File: src/rtl/exec_unit_mc.sv
// Pipelined execute stage: single-cycle ALU/branch ops plus an iterative shift-add
// multiplier, all results landing in one valid/ready output slot with flush.
module exec_unit_mc #(
  parameter int WIDTH    = 16,
  parameter int MUL_STEP = 1,
  parameter int REG_BITS = 3
) (
  input  logic                clk,
  input  logic                rst,
  input  logic                flush,
  input  logic                in_valid,
  output logic                in_ready,
  input  logic [3:0]          op,
  input  logic [WIDTH-1:0]    a,
  input  logic [WIDTH-1:0]    b,
  input  logic [WIDTH-1:0]    imm,
  input  logic                use_imm,
  input  logic [WIDTH-1:0]    pc_next,
  input  logic [1:0]          wr_sel,
  input  logic [REG_BITS-1:0] rd0,
  input  logic [REG_BITS-1:0] rd1,
  input  logic [REG_BITS-1:0] rd2,
  output logic                out_valid,
  input  logic                out_ready,
  output logic [WIDTH-1:0]    out_result,
  output logic [REG_BITS-1:0] out_wreg,
  output logic                out_take_pc,
  output logic [WIDTH-1:0]    out_pc_target,
  output logic                out_zero,
  output logic                out_neg,
  output logic                busy
);

  localparam int SHW   = $clog2(WIDTH);
  localparam int STEPS = WIDTH / MUL_STEP;
  localparam int CW    = $clog2(STEPS + 1);

  localparam logic [3:0] OP_ADD = 4'd0, OP_SUB = 4'd1, OP_AND = 4'd2, OP_XOR = 4'd3,
                         OP_SLL = 4'd4, OP_SRL = 4'd5, OP_ROL = 4'd6, OP_MUL = 4'd7,
                         OP_BEQZ = 4'd8, OP_BNEZ = 4'd9, OP_BLTZ = 4'd10, OP_BGEZ = 4'd11,
                         OP_J = 4'd12, OP_JR = 4'd13, OP_SLT = 4'd14, OP_PASS = 4'd15;

  typedef enum logic [1:0] {S_IDLE, S_MUL, S_WAIT} state_t;

  state_t              state_q, state_d;
  logic [CW-1:0]       cnt_q, cnt_d;
  logic [WIDTH-1:0]    mcand_q, mcand_d;
  logic [WIDTH-1:0]    mplier_q, mplier_d;
  logic [WIDTH-1:0]    acc_q, acc_d;
  logic                out_valid_q, out_valid_d;
  logic [WIDTH-1:0]    out_result_q, out_result_d;
  logic [REG_BITS-1:0] out_wreg_q, out_wreg_d;
  logic                out_take_pc_q, out_take_pc_d;
  logic [WIDTH-1:0]    out_pc_target_q, out_pc_target_d;

  logic [WIDTH-1:0]    opb;
  logic [SHW-1:0]      sh;
  logic [WIDTH-1:0]    alu_res;
  logic [REG_BITS-1:0] wreg_sel;
  logic                take;
  logic [WIDTH-1:0]    target;
  logic [WIDTH-1:0]    step_acc;
  logic                accept;

  assign opb      = use_imm ? imm : b;
  assign sh       = opb[SHW-1:0];
  assign in_ready = (state_q == S_IDLE) & ~flush & (~out_valid_q | out_ready);
  assign accept   = in_valid & in_ready;

  always_comb begin
    alu_res = '0;
    case (op)
      OP_ADD:  alu_res = a + opb;
      OP_SUB:  alu_res = a - opb;
      OP_AND:  alu_res = a & opb;
      OP_XOR:  alu_res = a ^ opb;
      OP_SLL:  alu_res = a << sh;
      OP_SRL:  alu_res = a >> sh;
      // A zero amount shifts right by WIDTH, which yields zero, so no special case.
      OP_ROL:  alu_res = (a << sh) | (a >> (WIDTH - sh));
      OP_SLT:  alu_res = {{(WIDTH-1){1'b0}}, ($signed(a) < $signed(opb))};
      OP_PASS: alu_res = opb;
      OP_BEQZ, OP_BNEZ, OP_BLTZ, OP_BGEZ, OP_J, OP_JR: alu_res = pc_next;
      default: alu_res = '0;
    endcase
  end

  always_comb begin
    wreg_sel = '1;
    case (wr_sel)
      2'b00:   wreg_sel = rd0;
      2'b01:   wreg_sel = rd1;
      2'b10:   wreg_sel = rd2;
      default: wreg_sel = '1;
    endcase
  end

  always_comb begin
    take   = 1'b0;
    target = pc_next;
    case (op)
      OP_BEQZ: take = (a == '0);
      OP_BNEZ: take = (a != '0);
      OP_BLTZ: take = a[WIDTH-1];
      OP_BGEZ: take = ~a[WIDTH-1];
      OP_J:    take = 1'b1;
      OP_JR:   take = 1'b1;
      default: take = 1'b0;
    endcase
    if (take) target = (op == OP_JR) ? (a + imm) : (pc_next + imm);
  end

  always_comb begin
    step_acc = acc_q;
    for (int i = 0; i < MUL_STEP; i++) begin
      if (mplier_q[i]) step_acc = step_acc + (mcand_q << i);
    end
  end

  always_comb begin
    state_d         = state_q;
    cnt_d           = cnt_q;
    mcand_d         = mcand_q;
    mplier_d        = mplier_q;
    acc_d           = acc_q;
    out_valid_d     = out_valid_q & ~out_ready;
    out_result_d    = out_result_q;
    out_wreg_d      = out_wreg_q;
    out_take_pc_d   = out_take_pc_q;
    out_pc_target_d = out_pc_target_q;

    if (flush) begin
      state_d       = S_IDLE;
      cnt_d         = '0;
      out_valid_d   = 1'b0;
      out_take_pc_d = 1'b0;
    end else begin
      case (state_q)
        S_IDLE: begin
          if (accept) begin
            out_wreg_d = wreg_sel;
            if (op == OP_MUL) begin
              // Slot is empty or draining this edge, so its fields can be preloaded.
              mcand_d         = a;
              mplier_d        = opb;
              acc_d           = '0;
              cnt_d           = '0;
              out_take_pc_d   = 1'b0;
              out_pc_target_d = pc_next;
              state_d         = S_MUL;
            end else begin
              out_result_d    = alu_res;
              out_take_pc_d   = take;
              out_pc_target_d = target;
              out_valid_d     = 1'b1;
            end
          end
        end
        S_MUL: begin
          acc_d    = step_acc;
          mcand_d  = mcand_q << MUL_STEP;
          mplier_d = mplier_q >> MUL_STEP;
          cnt_d    = cnt_q + 1'b1;
          if (cnt_q == CW'(STEPS - 1)) begin
            cnt_d   = '0;
            state_d = S_WAIT;
          end
        end
        S_WAIT: begin
          if (~out_valid_q | out_ready) begin
            out_result_d  = acc_q;
            out_take_pc_d = 1'b0;
            out_valid_d   = 1'b1;
            state_d       = S_IDLE;
          end
        end
        default: state_d = S_IDLE;
      endcase
    end
  end

  always_ff @(posedge clk or negedge rst) begin
    if (!rst) begin
      state_q         <= S_IDLE;
      cnt_q           <= '0;
      mcand_q         <= '0;
      mplier_q        <= '0;
      acc_q           <= '0;
      out_valid_q     <= 1'b0;
      out_result_q    <= '0;
      out_wreg_q      <= '0;
      out_take_pc_q   <= 1'b0;
      out_pc_target_q <= '0;
    end else begin
      state_q         <= state_d;
      cnt_q           <= cnt_d;
      mcand_q         <= mcand_d;
      mplier_q        <= mplier_d;
      acc_q           <= acc_d;
      out_valid_q     <= out_valid_d;
      out_result_q    <= out_result_d;
      out_wreg_q      <= out_wreg_d;
      out_take_pc_q   <= out_take_pc_d;
      out_pc_target_q <= out_pc_target_d;
    end
  end

  assign out_valid     = out_valid_q;
  assign out_result    = out_result_q;
  assign out_wreg      = out_wreg_q;
  assign out_take_pc   = out_take_pc_q;
  assign out_pc_target = out_pc_target_q;
  assign busy          = (state_q == S_MUL);
  // Flags are qualified by out_valid so an empty slot (including reset) reads all-zero.
  assign out_zero      = out_valid_q & (out_result_q == '0);
  assign out_neg       = out_valid_q & out_result_q[WIDTH-1];

endmodule

File: config.mk
export PLATFORM = sky130hd
export DESIGN_NAME = exec_unit_mc
export DESIGN_NICKNAME = d
export VERILOG_FILES = /design/src/rtl/exec_unit_mc.sv
export SDC_FILE = /design/constraint.sdc
export NUM_CORES = 1
export LEC_CHECK = 0
export ABC_AREA = 1
export BUFFER_PORTS_ARGS = -buffer_cell sky130_fd_sc_hd__buf_2
export CORE_MARGIN = 2
export CORE_UTILIZATION = 34
export CTS_CLUSTER_SIZE = 8
export DETAILED_ROUTE_END_ITERATION = 10
export PLACE_DENSITY_LB_ADDON = 0.1
export REMOVE_ABC_BUFFERS = 1
export SETUP_SLACK_MARGIN = 0.4
export SLEW_MARGIN = 20
export SYNTH_ARGS = -nofsm -noshare
export SYNTH_HDL_FRONTEND = slang
export SYNTH_SLANG_ARGS = --single-unit
File: constraint.sdc
create_clock -name clk -period 2.3 [get_ports clk]
set_clock_uncertainty 0.15 [all_clocks]
set_input_delay 0.46 -clock clk [delete_from_list [all_inputs] [get_ports clk]]
set_output_delay 0.46 -clock clk [all_outputs]
set_load 0.05 [all_outputs]
==> results.md, run 1 <==
- Start-to-end type of the worst setup path: primary input to flip-flop
- Die ar.: 33500 µm²
- Top post-synthesis cells by count: nand2_1 (568), nand3_1 (239), inv_1 (208)
- Post-layout minimum cycle time: 2.41 ns
- DRT iter0 DRCs: 1374
- Syn. warnings: 0
- Crit-path leading delay family: simple AND/OR/NAND/NOR gates
- Most common cell in the netlist: nand2_1
- Synth cell types: 51
- Via count: 14862
- CP Launch Point: use_imm
- First-pass GRT wire length: 82.6 mm
- Post-synth ARST share: 100%
- Synthesis-stage register bit count: 92
- Arrival time worst endpoint: 2.54 ns
- GRT Total Usage: 32.5%
- Top cells by area, synth: dfrtp_1 (21%), nand2_1 (20%), nand3_1 (11%)
- Clk_lat worst skew: 0.38 ns
- Fmax: 414 MHz
- Min-Delay Path Class: primary input to flip-flop
- VDD IR max: 0.000803 V
- Clock Pin Slew Worst Setup and Hold Paths: 0.10 ns
- H-tree depth: 3
- Worst-margin pin slew: 0.508 ns
- Synth area leader: dfrtp_1
- R2R setup slack: 0.25 ns
- CTS tree: yes
- Critical path data required time: 2.43 ns
- Vias in the first global route: 14333
- Bufs on Longest Clock Path: 2
- DRC violations left: 0
- Largest net degree at the start of global routing: 40
- Nets@finish: 2489
- Post-Syn Area: 10900 µm²
- Post-Synthesis Cells: 1825
- # clock sinks: 92
- Tcrit/Tclk final: 105%
- Fill cells: 3021
- DRT Pass-1 Iters: 6
- Cells on worst reg2reg path: 12
- Total Wirelength: 55.2 mm
- Proportion of layout cells with a drive suffix above 1: 45.9%
- RSZ-0062 raised after global routing: yes
- Worst slew margin: 65.9%
- Leak Pwr: 0.00925 µW
- Final Core Density: 58.9%
- Synth top area share: 21.1%
- Status: finished with violations
- Drt via density: 5.42
- Setup tns final: -1.27 ns
- Bufs and invs on worst path: 5
- Critical path's most frequent cell: o21bai_1
- FF-to-FF End: acc_q[10]$_DFFE_PN0P_
- Total CTS buffers: 9
- Final Power: 13100 µW
- Clk root buf: clkbuf_16
- Drt wl/cell: 20.1 µm
- Failing checks: setup timing
- Area grow syn2layout: 70.5%
- Max-cap check violation count: 0
- Hold EP: out_valid$_DFF_PN0_
- Area of the multi-input gates: 9790 µm²
- R2R Path Start: state_q[0]$_DFFE_PN0P_
- EDFF count, synth: 0
- Crit start category: primary input
- # setup viols final: 20
- Hold Path Depth: 2
- N_diodes: 0
- Initial antenna violation count: 0
- Max-slew violation count: 0
- Hold path start: flush
- Die width: 183 µm
- Worst-path cell chain: buf_16, inv_12, buf_12, nand2_2, nand2_4, inv_2, ha_4, inv_4, nand3_1, nand4_1, o21bai_1, nor2_1, nand2_1, o21bai_1, a21oi_1
- Worst path slowest cell: ha_4
- Final hold vios: 0
- Setup crit end kind: flip-flop
- Fin worst setup slack: -0.115 ns
- Input/output buffers: 125
- HPWL after DPL: 41.7 mm
- Sequential element share of the synthesized area: 21.1%
- # rows: 65
- Routability cong.: 1.00
- Core area: 31600 µm²
- Top_reg_cell synth: dfrtp_1
- Cell area power density: 707 nW/µm²
- Final ANT Viol Nets: 0
- Grt total ovfl: 0
- Die Ht: 183 µm
- Mapped Avg Cell Area: 5.97 µm²
- IO Pins: 126
- Initial Utilization: 34.5%
- Critical Path Fanout Max: 8
- Register Area: 2310 µm²
- Worst path max stage delay: 0.29 ns
[repair_timing]
action	4_1_cts	5_1_grt
pin swaps	201	179
endpoints found under the setup margin	86	91
setup buffers	56	32
endpoints found under the hold margin	19	0
gates cloned	10	2
hold buffers	1	0
resized for setup	528	240
[sequential cells by signal (all words and copies together) (netlist names)]
| signal | count |
|---|---|
| out_valid | 1 |
| cnt_q | 5 |
| mplier_q | 16 |
| out_pc_target | 16 |
| state_q | 2 |
| out_wreg | 3 |
| acc_q | 16 |
| out_result | 16 |
| out_take_pc | 1 |
| mcand_q | 16 |
[cell type report]
type	instances	share of cell area, %
sequential	92	12.4
tap	402	2.71
multi-input combinational	1447	52.7
clock inverter	5	0.357
inverter	215	4.71
timing repair buffer	569	25.8
clock buffer	11	1.36
[metal layers]
metal | GRT usage, % | vias up | wire (µm)
met5 | 0 | - | 0
met4 | 16.6 | 0 | 3040
met3 | 4.29 | 139 | 3330
met2 | 53.0 | 570 | 25400
met1 | 42.1 | 7096 | 23400
li1 | - | 7057 | -
[power breakdown]
group          internal, µW  total [µW]  switching [µW]
sequential             2290        2880             583
clock                   920        1720             796
combinational          3290        8550            5260
total                  6500       13100            6640
[cells by family after synthesis]
family,Yosys count,share of synthesized area [%]
adders and majority gates,70,8.31
AOI/OAI and AO/OA,356,18.7
xor gates and xnor gates,21,1.69
buffers and inverters,286,10.7
and+or+nand+nor,1000,39.5
DFF,92,21.1
[how the worst max path moves through the flow]
stage / slack, ns / cells past startpoint / endpoint
2_1_floorplan: -0.87 / 17 / out_pc_target[10]$_DFFE_PN0P_
3_3_place_gp: -1.02 / 16 / out_result[11]$_DFFE_PN0P_
3_5_place_dp: -1.03 / 16 / out_result[11]$_DFFE_PN0P_
4_1_cts: -0.06 / 18 / out_pc_target[14]$_DFFE_PN0P_
5_1_grt: -0.20 / 15 / out_pc_target[14]$_DFFE_PN0P_
6_report: -0.11 / 15 / out_result[13]$_DFFE_PN0P_
[layout by cell type, fill, tap and decap left out, types with 5 or more instances in the layout]
cell	instances
o21ai_0	81
nand3_1	173
buf_6	60
buf_2	115
nand3_4	9
inv_1	156
inv_4	13
a21oi_1	66
a21oi_2	32
nor2_4	31
o21ai_1	43
nor2_1	70
xor2_1	14
clkbuf_16	11
nand3_2	61
inv_2	41
dfrtp_1	88
ha_1	25
buf_4	355
bufbuf_16	6
ha_4	34
nor2_2	27
ha_2	7
buf_16	5
nand2_8	8
or2_4	6
o211ai_1	21
nand2_4	40
nand2_2	87
nand4_1	21
a21oi_4	12
a21boi_1	11
buf_12	21
o21ai_2	25
o21ai_4	18
o22ai_1	15
nand2_1	447
[metrics by stage]
step	area [µm²]	hold slack [ns]	setup WS, ns	instances
2_1_floorplan	10500	0.0144	-0.872	1754
3_3_place_gp	14300	0.280	-1.02	2624
3_5_place_dp	14300	0.274	-1.03	2624
4_1_cts	17300	0.208	-0.0560	2707
5_1_grt	18600	0.230	-0.199	2741
6_report	18600	0.210	-0.115	2741
Note: power is estimated with default switching activity, not from simulation.
==> run 2, diff against run 1 <==
- CORE_UTILIZATION: 34 -> 30
==> results.md, run 2 (same netlist as run 1, synthesis figures left out) <==
- Bufs on Longest Clock Path: 2 (unchanged)
- Leak Pwr: 0.00936 µW (+1.2%)
- Die ar.: 37900 µm² (+13%)
- Clock Pin Slew Worst Setup and Hold Paths: 0.08 ns (-0.02 ns)
- Fmax: 408 MHz (-1.5%)
- First-pass GRT wire length: 83.9 mm (+1.6%)
- VDD IR max: 0.000473 V (-41%)
- Total CTS buffers: 9 (unchanged)
- Tcrit/Tclk final: 107% (+1.6 points)
- Initial antenna violation count: 1 (+1)
- Max-slew violation count: 0 (unchanged)
- Via count: 14752 (-0.74%)
- Final hold vios: 0 (unchanged)
- GRT Total Usage: 29.1% (-3.4 points)
- Critical path data required time: 2.43 ns (about the same)
- Critical Path Fanout Max: 6 (-2)
- Post-layout minimum cycle time: 2.45 ns (+0.0362 ns)
- Area grow syn2layout: 74.5%
- Cells after DPL: 2691 (+2.6%)
- Hold_ws: 0.222 ns (+0.0123 ns)
- Worst-margin pin slew: 0.526 ns (+0.0176 ns)
- Clk_lat worst skew: 0.38 ns (about the same)
- Setup WS pre-CTS: -0.932 ns (+0.0962 ns)
- Arrival time worst endpoint: 2.58 ns (+0.04 ns)
- Commonest non-fill, non-tap cells in the layout: nand2_1 (444), buf_4 (385), nand3_1 (180), inv_1 (161), buf_2 (112)
- IO Pins: 126 (unchanged)
- Total Wirelength: 57.5 mm (+4.1%)
- CTS tree: yes
- Setup tns final: -1.37 ns (-0.109 ns)
- Failing checks: setup timing
- RSZ-0062 raised after global routing: yes
- Crit start category: primary input
- Die Ht: 195 µm (+6.3%)
- Input/output buffers: 125 (unchanged)
- Cell area power density: 730 nW/µm² (+3.3%)
- Setup crit end kind: flip-flop
- Start-to-end type of the worst setup path: primary input to flip-flop
- Fin worst setup slack: -0.151 ns (-0.0362 ns)
- Nets@finish: 2521 (+1.3%)
- Grt total ovfl: 0 (unchanged)
- Initial Utilization: 30.6% (-4.0 points)
- Non-filler cells, final: 2832 (+3.3%)
- Vias in the first global route: 14187 (-1.0%)
- Worst slew margin: 64.7% (-1.2 points)
- Routability cong.: 0.967 (-3.7%)
- Proportion of layout cells with a drive suffix above 1: 47.8% (+1.9 points)
- Most common cell after layout, fill and taps aside: nand2_1
- Min-Delay Path Class: primary input to flip-flop
- Final Power: 13900 µW (+5.7%)
- Max-cap check violation count: 0 (unchanged)
- Final ANT Viol Nets: 0 (unchanged)
- DRC violations left: 0 (unchanged)
- # clock sinks: 92 (unchanged)
- N_diodes: 0 (unchanged)
- HPWL after DPL: 43.9 mm (+5.1%)
- Drt via density: 5.21 (-3.9%)
- Die width: 195 µm (+6.3%)
- # setup viols final: 18 (-10%)
- DRT Pass-1 Iters: 5 (-1)
- Core area: 35700 µm² (+13%)
- Drt wl/cell: 20.3 µm (+0.78%)
- Status: finished with violations
- DRT iter0 DRCs: 958 (-30%)
- # rows: 69 (+6.2%)
- H-tree depth: 3 (unchanged)
- Clk root buf: clkbuf_16
- Largest net degree at the start of global routing: 43 (+7.5%)
-- run 2: timing repair --
item,in CTS,in global routing
resized for setup,471,360
cloned,9,5
setup endpoints to repair,86,92
pin swaps,164,184
hold endpoints to repair,26,0
setup buffers,81,29
hold buffers,1,0
-- run 2: routing by layer --
metal	vias to the layer above	global-route usage (%)	wire length, µm
met1	6981	37.8	24600
met2	528	48.2	27000
met5	-	0	0
met4	0	12.8	2630
met3	110	3.85	3320
li1	7133	-	-
-- run 2: final timing paths --
check                                                  start                            end  slack [ns]  cells after the start
worst max-delay path                                   op[1]  out_pc_target[13]$_DFFE_PN0P_       -0.15                     18
worst min-delay path                                  rd0[2]        out_wreg[2]$_DFFE_PN0P_        0.22                      3
worst max register to register          acc_q[0]$_DFFE_PN0P_          acc_q[14]$_DFFE_PN0P_        0.22                     12
worst min register to register  out_pc_target[8]$_DFFE_PN0P_   out_pc_target[8]$_DFFE_PN0P_        0.33                      2
max in group asynchronous                                rst           acc_q[9]$_DFFE_PN0P_        0.90                      3
min in group asynchronous                                rst   out_pc_target[0]$_DFFE_PN0P_        0.44                      2
-- run 2: power by group --
part	switching, µW	total (µW)	internal, µW
registers	632	2930	2290
clock network	742	1600	855
logic	5610	9360	3750
-- run 2: worst max-delay path: stages --
cell and delay, ns:
buf_8 0.10, nor2_4 0.16, nand2_4 0.12, buf_12 0.16
buf_16 0.14, nand2_1 0.06, o21ai_1 0.07, ha_2 0.41
nand2_4 0.08, nor2_4 0.12, nand2_1 0.09, nand3_2 0.10
nand2_1 0.05, nand2_1 0.07, xor2_1 0.15, nand2_1 0.07
o211ai_1 0.08, nand2_1 0.07
-- run 2: layout make-up --
type | instances | area, µm²
fill | 3501 | 16600
multi-input combinational | 1448 | 9950
timing repair buffer | 599 | 4980
sequential | 92 | 2310
inverter | 215 | 891
tap | 461 | 577
clock buffer | 10 | 229
clock inverter | 6 | 71.3
timing repair inverter | 1 | 7.51
-- run 2: metrics by stage --
| stage | area [µm²] | utilization, % |
|---|---|---|
| floorplan | 10500 | - |
| global placement | 14500 | 40.7 |
| detailed placement | 14500 | 40.7 |
| CTS | 17400 | 48.8 |
| global route | 19000 | 53.3 |
| finish | 19000 | 53.3 |
==> run 3, diff against run 2 <==
- CELL_PAD_IN_SITES_DETAIL_PLACEMENT: not set -> 0
- CELL_PAD_IN_SITES_GLOBAL_PLACEMENT: not set -> 1
- CTS_CLUSTER_DIAMETER: not set -> 80
==> results.md, run 3 (same netlist as run 1, synthesis figures left out) <==
- Fill cells: 3553 (+1.5%)
- # rows: 69 (unchanged)
- Critical path data required time: 2.43 ns (about the same)
- Final ANT Viol Nets: 0 (unchanged)
- DRT iter0 DRCs: 1068 (+11%)
- Worst-margin pin slew: 0.506 ns (-0.0195 ns)
- H-tree depth: 3 (unchanged)
- Final design instance area without fill: 19000 µm² (-0.11%)
- HPWL after DPL: 44.3 mm (+1.0%)
- Leak Pwr: 0.00933 µW (-0.32%)
- Failing checks: setup timing
- Initial Utilization: 30.6% (unchanged)
- Cell area power density: 728 nW/µm² (-0.37%)
- Total Wirelength: 57.7 mm (+0.39%)
- Clk root buf: clkbuf_16
- DRT Pass-1 Iters: 5 (unchanged)
- CTS tree: yes
- Placed instance area: 14600 µm² (+0.43%)
- Grt total ovfl: 0 (unchanged)
- Critical Path Fanout Max: 6 (unchanged)
- VDD IR max: 0.000478 V (+1.0%)
- Worst slew margin: 65.9% (+1.2 points)
- Setup tns final: -0.473 ns (+0.902 ns)
- RSZ-0062 raised after global routing: yes
- Die width: 195 µm (unchanged)
- Tcrit/Tclk final: 103% (-3.1 points)
- Fmax: 420 MHz (+3.0%)
- N_diodes: 0 (unchanged)
- Via count: 14762 (+0.068%)
- IO Pins: 126 (unchanged)
- Bufs on Longest Clock Path: 2 (unchanged)
- # setup viols final: 12 (-6)
- Fin worst setup slack: -0.0801 ns (+0.0709 ns)
- Drt wl/cell: 20.5 µm (+0.89%)
- Setup crit end kind: flip-flop
- Initial antenna violation count: 0 (-1)
- Drt via density: 5.24 (+0.56%)
- Total CTS buffers: 9 (unchanged)
- Die Ht: 195 µm (unchanged)
- Area of the multi-input gates: 10000 µm² (+0.49%)
- GRT Total Usage: 29.8% (+0.70 points)
- Proportion of layout cells with a drive suffix above 1: 48.8% (+1.0 points)
- Start-to-end type of the worst setup path: primary input to flip-flop
- Crit start category: primary input
- Min-Delay Path Class: primary input to flip-flop
- DRC violations left: 0 (unchanged)
- Clock Pin Slew Worst Setup and Hold Paths: 0.08 ns (about the same)
- Die ar.: 37900 µm² (unchanged)
- Arrival time worst endpoint: 2.51 ns (-0.07 ns)
- Most common cell after layout, fill and taps aside: nand2_1
- Area grow syn2layout: 74.3%
- Cells after DPL: 2696 (+0.19%)
- Max-slew violation count: 0 (unchanged)
- Core area: 35700 µm² (unchanged)
- Max-cap check violation count: 0 (unchanged)
- Nets@finish: 2507 (-0.56%)
- Non-filler cells, final: 2818 (-0.49%)
- Final hold vios: 0 (unchanged)
- Register Area: 2310 µm² (+0.16%)
- Status: finished with violations
- Vias in the first global route: 14209 (+0.16%)
- Routability cong.: 0.957 (-1.0%)
- Post-layout minimum cycle time: 2.38 ns (-0.0709 ns)
- Input/output buffers: 125 (unchanged)
- # clock sinks: 92 (unchanged)
- Largest net degree at the start of global routing: 33 (-23%)
- Clk_lat worst skew: 0.39 ns (about the same)
- First-pass GRT wire length: 86.0 mm (+2.6%)
- Commonest non-fill, non-tap cells in the layout: nand2_1 (416), buf_4 (369), nand3_1 (176), inv_1 (157), nand2_2 (113)
==> run 3: changes by cell type in the layout (fill, tap and decap cells not counted), moves of 8 or more <==
| cell | change |
|---|---|
| nand2_1 | -28 |
| o21ai_2 | -9 |
| buf_4 | -16 |
| nand2_2 | +19 |
| o21ai_0 | +13 |
| nor2_1 | -8 |
==> run 3: power by group <==
| part | switching (µW) | internal (µW) | total, µW |
|---|---|---|---|
| clock network | 742 | 960 | 1700 |
| logic | 5530 | 3610 | 9130 |
| registers | 686 | 2300 | 2980 |
| total | 6950 | 6860 | 13800 |
==> run 3: cell type report <==
type	instances	share of cell area [%]
tap	461	3.04
inverter	215	4.53
clock buffer	11	1.23
multi-input combinational	1447	52.6
sequential	92	12.2
clock inverter	5	0.448
timing repair buffer	587	25.9
==> run 3: final timing paths <==
check / startpoint / to / slack [ns] / cells past startpoint
setup / recovery: op[1] / out_pc_target[14]$_DFFE_PN0P_ / -0.08 / 16
hold / removal: rd0[2] / out_wreg[2]$_DFFE_PN0P_ / 0.22 / 3
setup reg to reg: mcand_q[11]$_DFFE_PN0P_ / acc_q[14]$_DFFE_PN0P_ / 0.25 / 10
hold reg to reg: out_pc_target[7]$_DFFE_PN0P_ / out_pc_target[7]$_DFFE_PN0P_ / 0.33 / 2
max in group asynchronous: rst / mcand_q[5]$_DFFE_PN0P_ / 0.83 / 4
min in group asynchronous: rst / out_pc_target[1]$_DFFE_PN0P_ / 0.46 / 2
==> run 3: worst max-delay path: stages <==
cell      delay [ns]
buf_8           0.10
nor2_4          0.16
nand2_8         0.10
nand2_2         0.08
o21ai_2         0.06
ha_2            0.19
fa_2            0.41
nand3_2         0.11
nand2_4         0.08
a21boi_4        0.18
nand3b_1        0.13
nand2_1         0.09
xor2_1          0.13
nand2_1         0.09
nand3_2         0.07
nand2_1         0.06
==> run 3: per-layer routing <==
metal  global-route usage (%)  share of wire (%)  vias up
met5                        0                  0        -
met4                     10.7                3.4        0
met3                     2.65                4.8       88
met2                     48.3                 47      495
met1                     41.3                 45     7072
li1                         -                  -     7107
==> run 3: timing repair <==
action | CTS | global route
pin swaps | 231 | 172
hold buffers | 1 | 0
cloned | 7 | 6
buffers inserted | 65 | 27
hold endpoints to repair | 28 | 0
setup endpoints to repair | 83 | 91
gates resized for setup | 591 | 272
==> run 3: through the flow <==
stage / util [%] / hold WS [ns] / setup WS (ns) / power [µW]
finish: 53.3 / 0.218 / -0.0801 / 13800
global route: 53.3 / 0.242 / -0.205 / 14700
CTS: 49.4 / 0.202 / -0.0515 / 12900
detailed placement: 40.9 / 0.312 / -1.02 / 9700
global placement: 40.9 / 0.310 / -0.985 / 9670
floorplan: - / 0.0144 / -0.872 / 6920
